File: src/rtl/rmii_tx_if.sv
// rmii_tx_if: MAC-side byte stream feeding the RMII transmitter.
// master = packet source (data/valid/last), slave = rmii_tx (ready).
interface rmii_tx_if;
  logic [7:0] s_data;
  logic       s_valid;
  logic       s_last;
  logic       s_ready;

  modport master (
    output s_data,
    output s_valid,
    output s_last,
    input  s_ready
  );

  modport slave (
    input  s_data,
    input  s_valid,
    input  s_last,
    output s_ready
  );
endinterface

File: src/rtl/rmii_tx.sv
// rmii_tx: RMII 100 Mb/s frame transmitter (preamble, SFD, pad, FCS, IFG).
// Ports: clk_50_mhz/rst, s (byte stream slave), tx_d/tx_e, busy, frame_done, underrun.
module rmii_tx #(
  parameter int IFG_BYTES = 12,
  parameter int MIN_FRAME = 60,
  parameter int PAD_EN    = 1
) (
  input  logic       clk_50_mhz,
  input  logic       rst,
  rmii_tx_if.slave   s,
  output logic [1:0] tx_d,
  output logic       tx_e,
  output logic       busy,
  output logic       frame_done,
  output logic       underrun
);

  localparam logic [31:0] POLY     = 32'hEDB88320;
  localparam logic [15:0] IFG_LAST = 16'(IFG_BYTES * 4 - 1);
  localparam logic [10:0] MIN_LEN  = 11'(MIN_FRAME);
  localparam bit          DO_PAD   = (PAD_EN != 0);

  typedef enum logic [2:0] {
    IDLE,
    PREAMBLE,
    SFD,
    DATA,
    PAD,
    FCS,
    IFG
  } state_t;

  function automatic logic [31:0] crc_byte(
    input logic [31:0] c,
    input logic [7:0]  b
  );
    logic [31:0] r;
    r = c ^ {24'h0, b};
    for (int i = 0; i < 8; i++) begin
      r = r[0] ? ((r >> 1) ^ POLY) : (r >> 1);
    end
    return r;
  endfunction

  state_t      state_q, state_n;
  logic [1:0]  dcnt_q, dcnt_n;
  logic [15:0] cnt_q, cnt_n;
  logic [7:0]  cur_q, cur_n;
  logic        last_q, last_n;
  logic [10:0] len_q, len_n;
  logic [31:0] crc_q, crc_n;
  logic        rdy_q;

  logic        take, abort, pad, to_fcs;
  logic        done_n, und_n;
  logic [10:0] len_inc;
  logic [31:0] fcs;
  logic        tx_on_n;
  logic        rdy_n;
  logic [7:0]  sh;
  logic [1:0]  tx_d_n;

  assign s.s_ready = rdy_q;

  // Next-state: the registered outputs are derived from these values,
  // so every output reflects the state it is emitted in.
  always_comb begin
    state_n = state_q;
    dcnt_n  = dcnt_q;
    cnt_n   = cnt_q;
    cur_n   = cur_q;
    last_n  = last_q;
    len_n   = len_q;
    crc_n   = crc_q;
    take    = 1'b0;
    abort   = 1'b0;
    pad     = 1'b0;
    to_fcs  = 1'b0;
    done_n  = 1'b0;
    und_n   = 1'b0;
    len_inc = (len_q == 11'h7FF) ? len_q : len_q + 11'd1;
    fcs     = ~crc_q;

    unique case (state_q)
      IDLE: begin
        if (s.s_valid) begin
          state_n = PREAMBLE;
          dcnt_n  = '0;
          cnt_n   = '0;
          cur_n   = 8'h55;
          last_n  = 1'b0;
          len_n   = '0;
          crc_n   = '1;
        end
      end
      PREAMBLE: begin
        dcnt_n = dcnt_q + 2'd1;
        if (dcnt_q == 2'd3) begin
          if (cnt_q == 16'd6) begin
            state_n = SFD;
            cur_n   = 8'hD5;
            cnt_n   = '0;
          end else begin
            cnt_n = cnt_q + 16'd1;
          end
        end
      end
      SFD: begin
        dcnt_n = dcnt_q + 2'd1;
        if (dcnt_q == 2'd3) begin
          if (s.s_valid) take  = 1'b1;
          else           abort = 1'b1;
        end
      end
      DATA: begin
        dcnt_n = dcnt_q + 2'd1;
        if (dcnt_q == 2'd3) begin
          // ready was offered this cycle unless the byte was the last
          if (rdy_q) begin
            if (s.s_valid) take  = 1'b1;
            else           abort = 1'b1;
          end else if (DO_PAD && len_q < MIN_LEN) begin
            pad = 1'b1;
          end else begin
            to_fcs = 1'b1;
          end
        end
      end
      PAD: begin
        dcnt_n = dcnt_q + 2'd1;
        if (dcnt_q == 2'd3) begin
          if (len_q < MIN_LEN) pad    = 1'b1;
          else                 to_fcs = 1'b1;
        end
      end
      FCS: begin
        dcnt_n = dcnt_q + 2'd1;
        if (dcnt_q == 2'd3) begin
          if (cnt_q == 16'd3) begin
            state_n = IFG;
            cnt_n   = '0;
            done_n  = 1'b1;
          end else begin
            cnt_n = cnt_q + 16'd1;
            unique case (cnt_q[1:0])
              2'd0:    cur_n = fcs[15:8];
              2'd1:    cur_n = fcs[23:16];
              default: cur_n = fcs[31:24];
            endcase
          end
        end
      end
      IFG: begin
        if (cnt_q == IFG_LAST) state_n = IDLE;
        else                   cnt_n   = cnt_q + 16'd1;
      end
      default: state_n = IDLE;
    endcase

    if (take) begin
      state_n = DATA;
      dcnt_n  = '0;
      cur_n   = s.s_data;
      last_n  = s.s_last;
      len_n   = len_inc;
      crc_n   = crc_byte(crc_q, s.s_data);
    end
    // starved mid-frame: cut the frame, no FCS
    if (abort) begin
      state_n = IFG;
      cnt_n   = '0;
      und_n   = 1'b1;
    end
    if (pad) begin
      state_n = PAD;
      dcnt_n  = '0;
      cur_n   = 8'h00;
      len_n   = len_inc;
      crc_n   = crc_byte(crc_q, 8'h00);
    end
    if (to_fcs) begin
      state_n = FCS;
      dcnt_n  = '0;
      cnt_n   = '0;
      cur_n   = fcs[7:0];
    end
  end

  always_comb begin
    tx_on_n = (state_n == PREAMBLE) ||
              (state_n == SFD) ||
              (state_n == DATA) ||
              (state_n == PAD) ||
              (state_n == FCS);
    sh      = cur_n >> {dcnt_n, 1'b0};
    tx_d_n  = tx_on_n ? sh[1:0] : 2'b00;
    rdy_n   = (dcnt_n == 2'd3) &&
              ((state_n == SFD) ||
               (state_n == DATA && !last_n));
  end

  always_ff @(posedge clk_50_mhz or posedge rst) begin
    if (rst) begin
      state_q    <= IDLE;
      dcnt_q     <= '0;
      cnt_q      <= '0;
      cur_q      <= '0;
      last_q     <= 1'b0;
      len_q      <= '0;
      crc_q      <= '1;
      rdy_q      <= 1'b0;
      tx_d       <= '0;
      tx_e       <= 1'b0;
      busy       <= 1'b0;
      frame_done <= 1'b0;
      underrun   <= 1'b0;
    end else begin
      state_q    <= state_n;
      dcnt_q     <= dcnt_n;
      cnt_q      <= cnt_n;
      cur_q      <= cur_n;
      last_q     <= last_n;
      len_q      <= len_n;
      crc_q      <= crc_n;
      rdy_q      <= rdy_n;
      tx_d       <= tx_d_n;
      tx_e       <= tx_on_n;
      busy       <= (state_n != IDLE);
      frame_done <= done_n;
      underrun   <= und_n;
    end
  end

endmodule
File: src/flat_wrapper.sv
// flat-port wrapper written by rule: the top's interface ports become plain ports
module rmii_tx_flat 
#(
  parameter int IFG_BYTES = 12,
  parameter int MIN_FRAME = 60,
  parameter int PAD_EN    = 1
)
  (clk_50_mhz, rst, tx_d, tx_e, busy, frame_done, underrun, s_s_data, s_s_valid, s_s_last, s_s_ready);
  rmii_tx_if s_i ();
  input  logic clk_50_mhz;
  input  logic rst;
  output logic [1:0] tx_d;
  output logic tx_e;
  output logic busy;
  output logic frame_done;
  output logic underrun;
  input wire logic [$bits(s_i.s_data)-1:0] s_s_data;
  input wire logic [$bits(s_i.s_valid)-1:0] s_s_valid;
  input wire logic [$bits(s_i.s_last)-1:0] s_s_last;
  output wire logic [$bits(s_i.s_ready)-1:0] s_s_ready;
  assign s_i.s_data = s_s_data;
  assign s_i.s_valid = s_s_valid;
  assign s_i.s_last = s_s_last;
  assign s_s_ready = s_i.s_ready;
  rmii_tx #(.IFG_BYTES(IFG_BYTES), .MIN_FRAME(MIN_FRAME), .PAD_EN(PAD_EN)) u_core (.clk_50_mhz(clk_50_mhz), .rst(rst), .s(s_i), .tx_d(tx_d), .tx_e(tx_e), .busy(busy), .frame_done(frame_done), .underrun(underrun));
endmodule
File: config.mk
export PLATFORM = sky130hd
export DESIGN_NAME = rmii_tx_flat
export DESIGN_NICKNAME = d
export VERILOG_FILES = /design/src/rtl/rmii_tx_if.sv /design/src/rtl/rmii_tx.sv /design/src/flat_wrapper.sv
export SDC_FILE = /design/constraint.sdc
export NUM_CORES = 1
export LEC_CHECK = 0
export CAP_MARGIN = 20
export CELL_PAD_IN_SITES_DETAIL_PLACEMENT = 0
export CELL_PAD_IN_SITES_GLOBAL_PLACEMENT = 1
export CORE_MARGIN = 3
export CORE_UTILIZATION = 50
export CTS_BUF_LIST = sky130_fd_sc_hd__clkbuf_4
export DETAILED_ROUTE_END_ITERATION = 10
export PLACE_DENSITY_LB_ADDON = 0.3
export SETUP_SLACK_MARGIN = 0.5
export SYNTH_ARGS = -nofsm -noshare
export SYNTH_HDL_FRONTEND = slang
export SYNTH_SLANG_ARGS = --single-unit
File: constraint.sdc
create_clock -name clk_50_mhz -period 2.9 [get_ports clk_50_mhz]
set_input_delay 0.29 -clock clk_50_mhz [delete_from_list [all_inputs] [get_ports clk_50_mhz]]
set_output_delay 0.29 -clock clk_50_mhz [all_outputs]
set_load 0.02 [all_outputs]
==> reports/results.tsv <==
stage	metric	value	unit
outcome	status	finished, final reports clean	
setup_path	Crit Reg-Reg Endpoint	u_core.tx_d[1]	
global_route	largest net degree at the start of global routing	45	
synthesis	Top FF cell, synth	dfrtp_1	
clock_network	CTS tree	done	
route	DRC Markers	0	
setup_path	crit-path leading delay family	simple AND/OR/NAND/NOR gates	
clock_network	TritonCTS Buffers	9	
synthesis	Yosys top cell by area	dfrtp_1	
synthesis	Synth top cells by count	xnor2_1 (102), nor2_1 (53), dfrtp_1 (48), o21ai_0 (37), nand2_1 (33)	
synthesis	flop and latch count out of synthesis	80	
synthesis	Synth Cell Area	5780	um2
min_path	Hold Path Class	primary input to async pin	
power	Worst VDD drop	341	uV
die	core area	11100	um2
clock_network	CTS root buffer	clkbuf_4	
die	die area	12900	um2
final_layout	P&R area growth vs syn	15.2	%
placement	DP Worst Slack	0.222	ns
route	WL final	16200	um
global_route	first-pass GRT wire length	26200	um
clock_network	clock slew at reported path FFs	0.13	ns
global_route	gr usage total	26.0	%
power	Pwr Density	374	nW/um2
die	die width	114	um
die	io pins	19	
clock_network	Post-CTS Hold Buffers	0	
clock_network	clk sinks	80	
setup_path	setup slack, reg-to-reg	0.53	ns
timing	fin crit share	81.7	%
setup_path	Max FO, Critical Path	5	
timing	Fin. Hold Viols	0	
synthesis	ranking of synthesized cells by area	dfrtp_1 (21%), xnor2_1 (15%), dfstp_2 (15%)	
setup_path	CP Cell Sequence	nor4_4 -> nand4_1 -> buf_4 -> o311a_1 -> or3_4 -> nand3b_4 -> o21ai_4 -> nor4_2	
setup_path	startpoint class of the critical path	flop	
setup_path	CP endpoint kind	flop	
die	die extent in y	114	um
route	antenna-violating nets left	0	
synthesis	sequential area share after synthesis	35.3	%
flow_run	Max Cap Viol	0	
route	Via density	6.19	
timing	TNS Setup	0	ns
route	Via Count	5029	
final_layout	fraction of layout instances using a drive strength above 1	22.7	%
clock_network	clk_lat worst skew	0.46	ns
global_route	GR Overflow Total	0	
synthesis	share of flip-flops with an asynchronous set or reset	100	%
setup_path	max incr delay on CP	0.46	ns
route	Detailed Routing Iterations Pass 1	5	
setup_path	worst endpoint required time	3.24	ns
synthesis	cell count after synthesis	626	
setup_path	WP buf/inv	1	
global_route	initial antenna violation count	1	
clock_network	clk buf depth	2	
synthesis	most frequent cell after synthesis	xnor2_1	
setup_path	CP max-delay cell	dfrtp_2	
placement	Final HPWL DP	11500	um
die	Initial Util	52.2	%
final_layout	nets	684	
synthesis	number of flops mapped to enable cells by yosys	0	
global_route	vias in the first global route	4881	
setup_path	reg2reg path depth	8	
setup_path	WP depth	8	
timing	count of final setup violators	0	
setup_path	Critical path origin	u_core.cnt_q[6]	
timing	Rel. slew slack	44.0	%
die	row count	38	
setup_path	Critical Path End	u_core.tx_d[1]	
timing	Slew Limit Fails	0	
synthesis	Mean Syn Cell Area	9.24	um2
timing	Worst Max-Slew Pin Slew	0.840	ns
setup_path	Reg-to-Reg Start	u_core.cnt_q[6]	
placement	port buffer count	18	
timing	min Tclk post-route	2.37	ns
setup_path	Setup CP Type	flop to flop	
placement	gp weighted congestion	0.910	
timing	Setup Skew	0.0207	ns
synthesis	Synth cell types	79	
route	drt wl/cell	19.9	um
timing	RSZ-0062 raised after global routing	true	
clock_network	H-tree Lvls	3	
power	P_leak	0.00255	uW
timing	fin worst setup slack	0.531	ns
synthesis	Yosys top cell area share	20.8	%
timing	FMAX	422	MHz
setup_path	worst path arrival time	2.71	ns
route	Initial DRC Count	361	
synthesis	Syn Nets	644	
synthesis	yosys warns	0	
[flip-flops by register name, indices dropped and copies added (netlist names)]
| signal | flops |
|---|---|
| u_core.len_q | 11 |
| u_core.s.s_ready | 1 |
| u_core.cnt_q | 16 |
| u_core.state_q | 3 |
| u_core.dcnt_q | 2 |
| u_core.cur_q | 8 |
| u_core.frame_done | 1 |
| u_core.last_q | 1 |
| u_core.underrun | 1 |
| u_core.tx_e | 1 |
| u_core.tx_d | 2 |
| u_core.busy | 1 |
| u_core.crc_q | 32 |
[area by class of cell]
type	instances	area, um2
diodes	1	2.50
clock buffers	10	75.1
fillers	939	4420
multi-input cells	487	3600
repair buffers	67	573
clock inverters	6	108
well taps	140	175
flip-flops and latches	80	2050
inverters	21	80.1
[stage by stage]
stage	area [um2]	std cells	power (uW)	util, %	hold WS, ns
floorplan	5780	626	1510	-	0.410
global placement	6220	778	1630	56.1	0.485
detailed placement	6220	778	1630	56.1	0.501
CTS	6460	798	2500	58.3	0.293
global route	6660	812	2620	60.1	0.292
finish	6660	812	2490	60.1	0.270
[metal layers]
metal | part of all wire (%) | up-vias | track usage, %
met5 | 0 | - | 0
met3 | 7.0 | 34 | 4.03
met1 | 45 | 2483 | 37.4
met2 | 45 | 197 | 38.9
li1 | - | 2315 | -
met4 | 2.7 | 0 | 11.1
[repair_timing]
item	4_1_cts	5_1_grt
gates resized for setup	10	24
pin swaps	3	14
gates cloned	0	0
setup buffers	4	13
setup endpoints to repair	24	28
[worst min-delay path by stage]
| stage | from | endpoint | slack (ns) | cells after the start |
|---|---|---|---|---|
| after floorplan | s_s_valid | u_core.underrun | 0.41 | 1 |
| after global placement | u_core.len_q[7] | u_core.len_q[7] | 0.48 | 1 |
| after detailed placement | u_core.last_q | u_core.last_q | 0.50 | 2 |
| after CTS | rst | u_core.tx_e | 0.29 | 2 |
| after global routing | rst | u_core.tx_e | 0.29 | 2 |
| final | rst | u_core.dcnt_q[1] | 0.27 | 2 |
[kinds of logic after synthesis]
group           count (synthesis)  share of synthesized area [%]
xor+xnor                      135                           21.4
flops                          80                           35.3
compound gates                169                           19.9
simple gates                  175                           17.1
fa+ha+maj                       6                           1.30
buf+inv                        59                           4.72
mux                             2                          0.346
[cells in the final DEF, fill, tap and decap left out, types with 5 or more instances in the layout]
cell type        Yosys  routed
xnor2_1            102     100
nor2_1              53      49
buf_4                4      47
dfrtp_1             48      44
o21ai_0             37      36
nand2_1             33      32
dfstp_2             32      31
xor2_1              30      30
a21oi_1             30      30
inv_1               21      20
clkdlybuf4s50_1      0      18
o22ai_1             18      17
nand4_1             12      12
a211oi_1            12      12
o221ai_1            10      10
clkbuf_4             0      10
and3_1               8       8
nand3_1              8       8
nor3_1               9       8
nand2b_1             8       7
nor2b_1              5       5
a21o_1               5       5
a31oi_1              5       5
[where the power goes]
part,switching [uW],total (uW),leakage (uW),internal [uW]
logic,247,466,0.00154,219
clock network,414,858,0.0000946,444
registers,21.4,1170,0.000921,1150
Power figures use the tool's default switching activity.
